$ cat src/rtl/tdc_readout_arbiter.sv
// tdc_readout_arbiter
//   Sequences one TDC acquisition/readout cycle. It clears the hit counters,
//   enables them until 'max' is reached, and then drains NCH channel FIFOs
//   onto one shared output bus. Channels are served round-robin, with at most
//   MAXBURST words per grant.
//
// Optional feature (macro TDC_ARB_CHTAG_EN):
//   When defined, adds o_out_ch, which carries the channel index of o_out_data.
//
// Ports
//   clk           system clock, rising edge
//   rst_n         asynchronous active-low reset
//   i_start       level: high runs a cycle, low aborts to IDLE
//   i_max         counters reached max (sampled only in ACQ)
//   o_cnt_clr     counter clear
//   o_cnt_ce      counter enable
//   i_fifo_empty  per-channel FIFO empty flags
//   o_fifo_rden   per-channel read strobe (one-hot or zero)
//   i_fifo_data   channel c data at [c*DW +: DW], valid 1 clk after rden
//   o_out_data    output word
//   o_out_valid   output word valid
//   i_out_ready   sink accepts the word on valid & ready
//   o_busy        high except in IDLE and DONE
//   o_done        all FIFOs drained after max
//   o_out_ch      channel tag of o_out_data (TDC_ARB_CHTAG_EN only)
//   o_word_cnt    words delivered this run, saturating
module tdc_readout_arbiter #(
  parameter int NCH      = 4,
  parameter int DW       = 32,
  parameter int MAXBURST = 32
) (
  input  logic              clk,
  input  logic              rst_n,
  input  logic              i_start,
  input  logic              i_max,
  output logic              o_cnt_clr,
  output logic              o_cnt_ce,
  input  logic [NCH-1:0]    i_fifo_empty,
  output logic [NCH-1:0]    o_fifo_rden,
  input  logic [NCH*DW-1:0] i_fifo_data,
  output logic [DW-1:0]     o_out_data,
  output logic              o_out_valid,
  input  logic              i_out_ready,
  output logic              o_busy,
  output logic              o_done,
`ifdef TDC_ARB_CHTAG_EN
  output logic [$clog2(NCH)-1:0] o_out_ch,
`endif
  output logic [15:0]       o_word_cnt
);

  localparam int CHW = $clog2(NCH);
  localparam int BW  = $clog2(MAXBURST + 1);

  typedef enum logic [2:0] {
    S_IDLE, S_CLEAR, S_ACQ, S_ARB, S_READ, S_DONE
  } state_t;

  state_t          r_state, w_next;
  logic [CHW-1:0]  r_ptr;       // last granted channel; also the active grant in READ
  logic [BW-1:0]   r_burst;
  logic            r_pend;      // a read was issued last clk, data arrives now
  logic [DW-1:0]   r_out_data;
  logic            r_out_valid;
  logic [15:0]     r_word_cnt;
  logic            w_found;
  logic [CHW-1:0]  w_sel;
  logic [CHW-1:0]  w_idx;
  logic            w_rd_ok;
  logic [DW-1:0]   w_word;
`ifdef TDC_ARB_CHTAG_EN
  logic [CHW-1:0]  r_out_ch;
`endif

  // Round-robin search starting after the last grant; the last granted
  // channel is checked last so others get a turn first.
  always_comb begin
    w_found = 1'b0;
    w_sel   = '0;
    w_idx   = '0;
    for (int i = 1; i <= NCH; i++) begin
      w_idx = CHW'((int'(r_ptr) + i) % NCH);
      if (!w_found && !i_fifo_empty[w_idx]) begin
        w_found = 1'b1;
        w_sel   = w_idx;
      end
    end
  end

  // The read strobe is gated on i_start combinationally so an abort stops
  // reads in the same clock.
  assign w_rd_ok = (r_state == S_READ) && i_start && !r_pend &&
                   !i_fifo_empty[r_ptr] && (!r_out_valid || i_out_ready) &&
                   (r_burst < BW'(MAXBURST));
  assign o_fifo_rden = w_rd_ok ? (NCH'(1) << r_ptr) : '0;
  assign w_word      = i_fifo_data[int'(r_ptr)*DW +: DW];

  always_ff @(posedge clk or negedge rst_n) begin
    if (!rst_n) r_state <= S_IDLE;
    else        r_state <= w_next;
  end

  always_comb begin
    w_next = r_state;
    case (r_state)
      S_IDLE:  if (i_start) w_next = S_CLEAR;
      S_CLEAR: w_next = S_ACQ;
      S_ACQ:   if (i_max) w_next = S_ARB;
      // DONE only once the last word has left the output register.
      S_ARB: begin
        if (w_found)           w_next = S_READ;
        else if (!r_out_valid) w_next = S_DONE;
      end
      S_READ:  if (!r_pend && (i_fifo_empty[r_ptr] || r_burst == BW'(MAXBURST)))
                 w_next = S_ARB;
      S_DONE:  w_next = S_DONE;
      default: w_next = S_IDLE;
    endcase
    if (!i_start) w_next = S_IDLE;
  end

  assign o_cnt_clr = (r_state == S_IDLE) || (r_state == S_CLEAR);
  assign o_cnt_ce  = (r_state == S_ACQ);
  assign o_busy    = (r_state != S_IDLE) && (r_state != S_DONE);
  assign o_done    = (r_state == S_DONE);

  always_ff @(posedge clk or negedge rst_n) begin
    if (!rst_n) begin
      r_ptr       <= CHW'(NCH - 1);
      r_burst     <= '0;
      r_pend      <= 1'b0;
      r_out_data  <= '0;
      r_out_valid <= 1'b0;
      r_word_cnt  <= '0;
`ifdef TDC_ARB_CHTAG_EN
      r_out_ch    <= '0;
`endif
    end else begin
      if (r_out_valid && i_out_ready && r_word_cnt != 16'hFFFF)
        r_word_cnt <= r_word_cnt + 16'd1;
      if (r_state == S_CLEAR)
        r_word_cnt <= '0;

      if (!i_start) begin
        // Abort: any word in flight is dropped.
        r_pend      <= 1'b0;
        r_out_valid <= 1'b0;
      end else begin
        if (r_pend) begin
          r_out_data  <= w_word;
          r_out_valid <= 1'b1;
          r_pend      <= 1'b0;
`ifdef TDC_ARB_CHTAG_EN
          r_out_ch    <= r_ptr;
`endif
        end else if (r_out_valid && i_out_ready) begin
          r_out_valid <= 1'b0;
        end
        if (w_rd_ok) begin
          r_pend  <= 1'b1;
          r_burst <= r_burst + BW'(1);
        end
        if (r_state == S_ARB && w_found) begin
          r_ptr   <= w_sel;
          r_burst <= '0;
        end
      end
    end
  end

  assign o_out_data  = r_out_data;
  assign o_out_valid = r_out_valid;
  assign o_word_cnt  = r_word_cnt;
`ifdef TDC_ARB_CHTAG_EN
  assign o_out_ch    = r_out_ch;
`endif

endmodule

$ cat config.mk
export PLATFORM = sky130hd
export DESIGN_NAME = tdc_readout_arbiter
export DESIGN_NICKNAME = d
export VERILOG_FILES = /design/src/rtl/tdc_readout_arbiter.sv
export SDC_FILE = /design/constraint.sdc
export NUM_CORES = 1
export LEC_CHECK = 0
export CAP_MARGIN = 20
export CORE_MARGIN = 2
export CORE_UTILIZATION = 40
export DETAILED_ROUTE_END_ITERATION = 12
export PLACE_DENSITY_LB_ADDON = 0.08
export RECOVER_POWER = 100
export SLEW_MARGIN = 30
export SYNTH_ARGS = -nofsm -noshare
export SYNTH_HDL_FRONTEND = slang
export SYNTH_SLANG_ARGS = --single-unit
$ cat constraint.sdc
create_clock -name clk -period 2.8 [get_ports clk]
set_input_delay 0.42 -clock clk [delete_from_list [all_inputs] [get_ports clk]]
set_output_delay 0.42 -clock clk [all_outputs]
set_load 0.005 [all_outputs]
==> impl_metrics.py <==
metrics = {
    "timing": {
        "slew_violations": 0,
        "rsz0062_at_grt": "yes",
        "hold_viol_final": 0,
        "period_share_pct": 98.3,
        "setup_viol": 0,
        "worst_pin_slew_ns": 1.34,
        "final.setup.tns_ns": 0,
        "fmaxAchievable_ghz": 0.363,
        "finalCriticalPeriod_ns": 2.75,
        "skew_ns": 0.0117,
        "max_slew_margin_pct": 11.0,
    },
    "worst_setup_path": {
        "cp-start-kind": "flop",
        "endpoint": "o_fifo_rden[0]",
        "r2r_setup_slack_ns": 0.38,
        "worst-path-stages": 5,
        "critPathMaxFanout": 4,
        "critical_path_required_ns": 2.38,
        "slowest_delay_ns": 0.56,
        "end_kind": "primary output",
        "path_cells": "mux4_2 -> nor3_4 -> buf_6 -> and2_1 -> clkdlybuf4s50_1",
        "r2r_end": "r_ptr[0]$_DFFE_PN1P_",
        "cp_slowest_cell": "mux4_2",
        "worstSetupStartpoint": "r_ptr[1]$_DFFE_PN1P_",
        "r2r-start": "r_ptr[1]$_DFFE_PN1P_",
        "cpLargestDelayFamily": "buffers and inverters",
        "path_buf_inv": 2,
        "crit_arrival_ns": 2.33,
        "critPathKind": "reg -> out",
        "reg2reg_depth": 6,
    },
    "die": {
        "dieArea_sq_um": 10200,
        "ios": 194,
        "start_util_pct": 41.0,
        "rows": 35,
        "die_w_um": 101,
        "core_area_sq_um": 9150,
        "fp.dieH_um": 101,
    },
    "layout": {
        "final_layout_size_suffix_gt1_share_pct": 21.5,
        "utilization_pct": 66.1,
        "syn_to_final_growth_pct": 61.4,
        "antenna_cells": 0,
        "instances_no_fill": 622,
        "fin_area_sq_um": 6050,
        "fill_cells": 740,
        "layout.nets": 651,
    },
    "global_route": {
        "grt_max_degree": 40,
        "first_global_vias": 3347,
        "antenna_found_initial": 0,
        "grt_pass1_wl_um": 17100,
        "gr-total-overflow": 0,
        "grt.total_usage_pct": 21.7,
    },
    "detailed_routing": {
        "top_layer": "met4",
        "wl_per_cell_um": 17.8,
        "num_vias": 3363,
        "antenna_left": 0,
        "avgViaCountPerCell": 5.41,
        "met2_length_um": 5830,
        "drt_wl_total_um": 11100,
        "m1WireLength_um": 4390,
        "drt_iter0_drc": 58,
        "wl_met3_um": 797,
        "firstDrtPassIters": 5,
        "drc": 0,
    },
    "clock_network": {
        "cts_root_buf": "clkbuf_8",
        "numCtsBuffers": 9,
        "cts_tree": "yes",
        "clk_latency_ns": 0.33,
        "clock_sinks": 61,
        "clockBufferDepth": 2,
        "htree_levels": 3,
        "post_cts.repair.setup_buffers": 0,
        "clkSlewWorstSetupHoldPaths_ns": 0.07,
    },
    "yosys": {
        "yosysWarnings": 0,
        "ys_seq_area_share_pct": 40.8,
        "synth_xor_area_share_pct": 2.10,
        "syn_area_sq_um": 3750,
        "synth_async_sr_flop_share_pct": 100,
        "netlist.area_leader.share_pct": 39.4,
        "synth-edff-count": 0,
        "synth_top_family_by_area": "multiplexers",
        "muxShareOfSynthArea_pct": 30.3,
        "synth_common_cells": "59 x dfrtp_1, 34 x mux2_2, 33 x mux4_2",
        "synthAdderAreaFrac_pct": 2.33,
        "synth-seq-cells": 61,
        "synth_ff_type": "dfrtp_1",
        "netlist_instances": 307,
        "synth.avg_cell_area_sq_um": 12.2,
        "post-synth-top-count-cell": "dfrtp_1",
        "synth.distinct_cells": 52,
        "synth_compound_area_share_pct": 9.27,
        "synth_area_leader_cell": "dfrtp_1",
        "synth_area_leaders": "dfrtp_1 39%, mux4_2 20%, mux2_2 10%, nor2_1 2.5%, ha_1 2.3%",
        "synthSimpleGateAreaFrac_pct": 12.3,
        "syn_nets": 451,
    },
    "worst_hold_path": {
        "min_path_type": "in -> async",
    },
    "power": {
        "ir_drop_mv": 0.445,
        "finalPower_mw": 3.58,
        "p_per_area_nw_per_um2": 591,
        "p_leak_nw": 2.58,
    },
    "placed_design": {
        "place_area_sq_um": 5850,
        "dp_hpwl_um": 8670,
        "numPortBuffers": 193,
        "place_inst": 607,
        "gp_congestion": 0.830,
    },
    "outcome": {
        "status": "complete, no violations",
    },
    "flow_run": {
        "max_cap_viol_count": 0,
    },
}
flip-flops by register name, summed over array words and instances, names as in the netlist:
name	cells
o_out_data	32
o_word_cnt	16
r_burst	6
r_state	3
r_ptr	2
o_out_valid	1
r_pend	1
kinds of logic (layout without fill, tap and decap cells):
kind of cell | after synthesis | after routing
simple gates | 88 | 88
mux | 68 | 68
flops | 61 | 61
compound gates | 49 | 49
buf+inv | 25 | 229
xor+xnor | 9 | 9
fa+ha+maj | 7 | 7
worst min-delay path by stage:
stage,startpoint,to,slack [ns],depth (start not counted)
detailed placement,rst_n,o_word_cnt[5]$_DFFE_PN0P_,0.46,1
floorplan,rst_n,o_out_data[0]$_DFFE_PN0P_,0.12,0
finish,rst_n,o_word_cnt[5]$_DFFE_PN0P_,0.37,1
global route,rst_n,o_word_cnt[2]$_DFFE_PN0P_,0.47,1
global placement,rst_n,o_word_cnt[5]$_DFFE_PN0P_,0.45,1
CTS,rst_n,o_word_cnt[5]$_DFFE_PN0P_,0.1,1
per-layer routing:
metal / global-route usage, % / vias up
met3: 6.10 / 8
met5: 0 / -
met1: 26.6 / 1648
li1: - / 1578
met4: 4.64 / 0
met2: 38.2 / 129
report_power, final:
group          total, mW  switching (mW)  leakage (nW)  internal (mW)
registers           1.12          0.0928         0.834           1.03
clock network      0.788           0.336         0.101          0.452
logic               1.67           0.665          1.64           1.00
final cells by class:
| class | instances | area (sq um) | share of cell area (%) |
|---|---|---|---|
| Clock inverter | 4 | 47.5 | 0.785 |
| Timing Repair Buffer | 206 | 2030 | 33.6 |
| Multi-Input combinational cell | 221 | 2120 | 35.1 |
| Clock buffer | 11 | 151 | 2.50 |
| Inverter | 8 | 30.0 | 0.496 |
| Tap cell | 111 | 139 | 2.29 |
| Sequential cell | 61 | 1530 | 25.3 |
worst reg2reg max path: cells and delay by family, from the launching register on:
kind / cells / cell delay (ns)
AO/OA/AOI/OAI: 2 / 0.40
adder cells (fa/ha/maj): 1 / 0.42
buffers and inverters: 2 / 0.60
flip-flops: 1 / 0.55
multiplexers: 1 / 0.36
cells in the final DEF, fill, tap and decap left out, drive strengths merged, types with 2 or more instances in the layout:
master / n
clkdlybuf4s50: 188
xnor2: 2
mux4: 33
clkinv: 2
nand2: 16
ha: 7
a41oi: 2
a221oi: 2
dfrtp: 59
a211oi: 3
xor2: 7
or3: 3
a31oi: 3
clkbuf: 13
or4: 5
or2: 2
nor2b: 2
inv: 8
and2: 6
nand3: 10
mux2: 34
nor2: 26
dlymetal6s2s: 3
a21oi: 14
o211ai: 4
nor3: 6
dfstp: 2
buf: 12
and3: 4
o21ai: 10
o2111ai: 3
nand4: 4
o22ai: 2
stage by stage:
step | setup WS (ns) | hold slack, ns
after floorplan | 0.483 | 0.124
after global routing | -0.0539 | 0.469
after detailed placement | -0.0606 | 0.455
after global placement | 0.00400 | 0.455
after CTS | 0.00911 | 0.0986
final | 0.0487 | 0.374
what timing repair did:
action / in CTS / in global routing
resized for setup: 2 / 4
setup endpoints to repair: 4 / 4
pin swaps: 1 / 0
hold buffers: 0 / 0
Power figures use the tool's default switching activity.
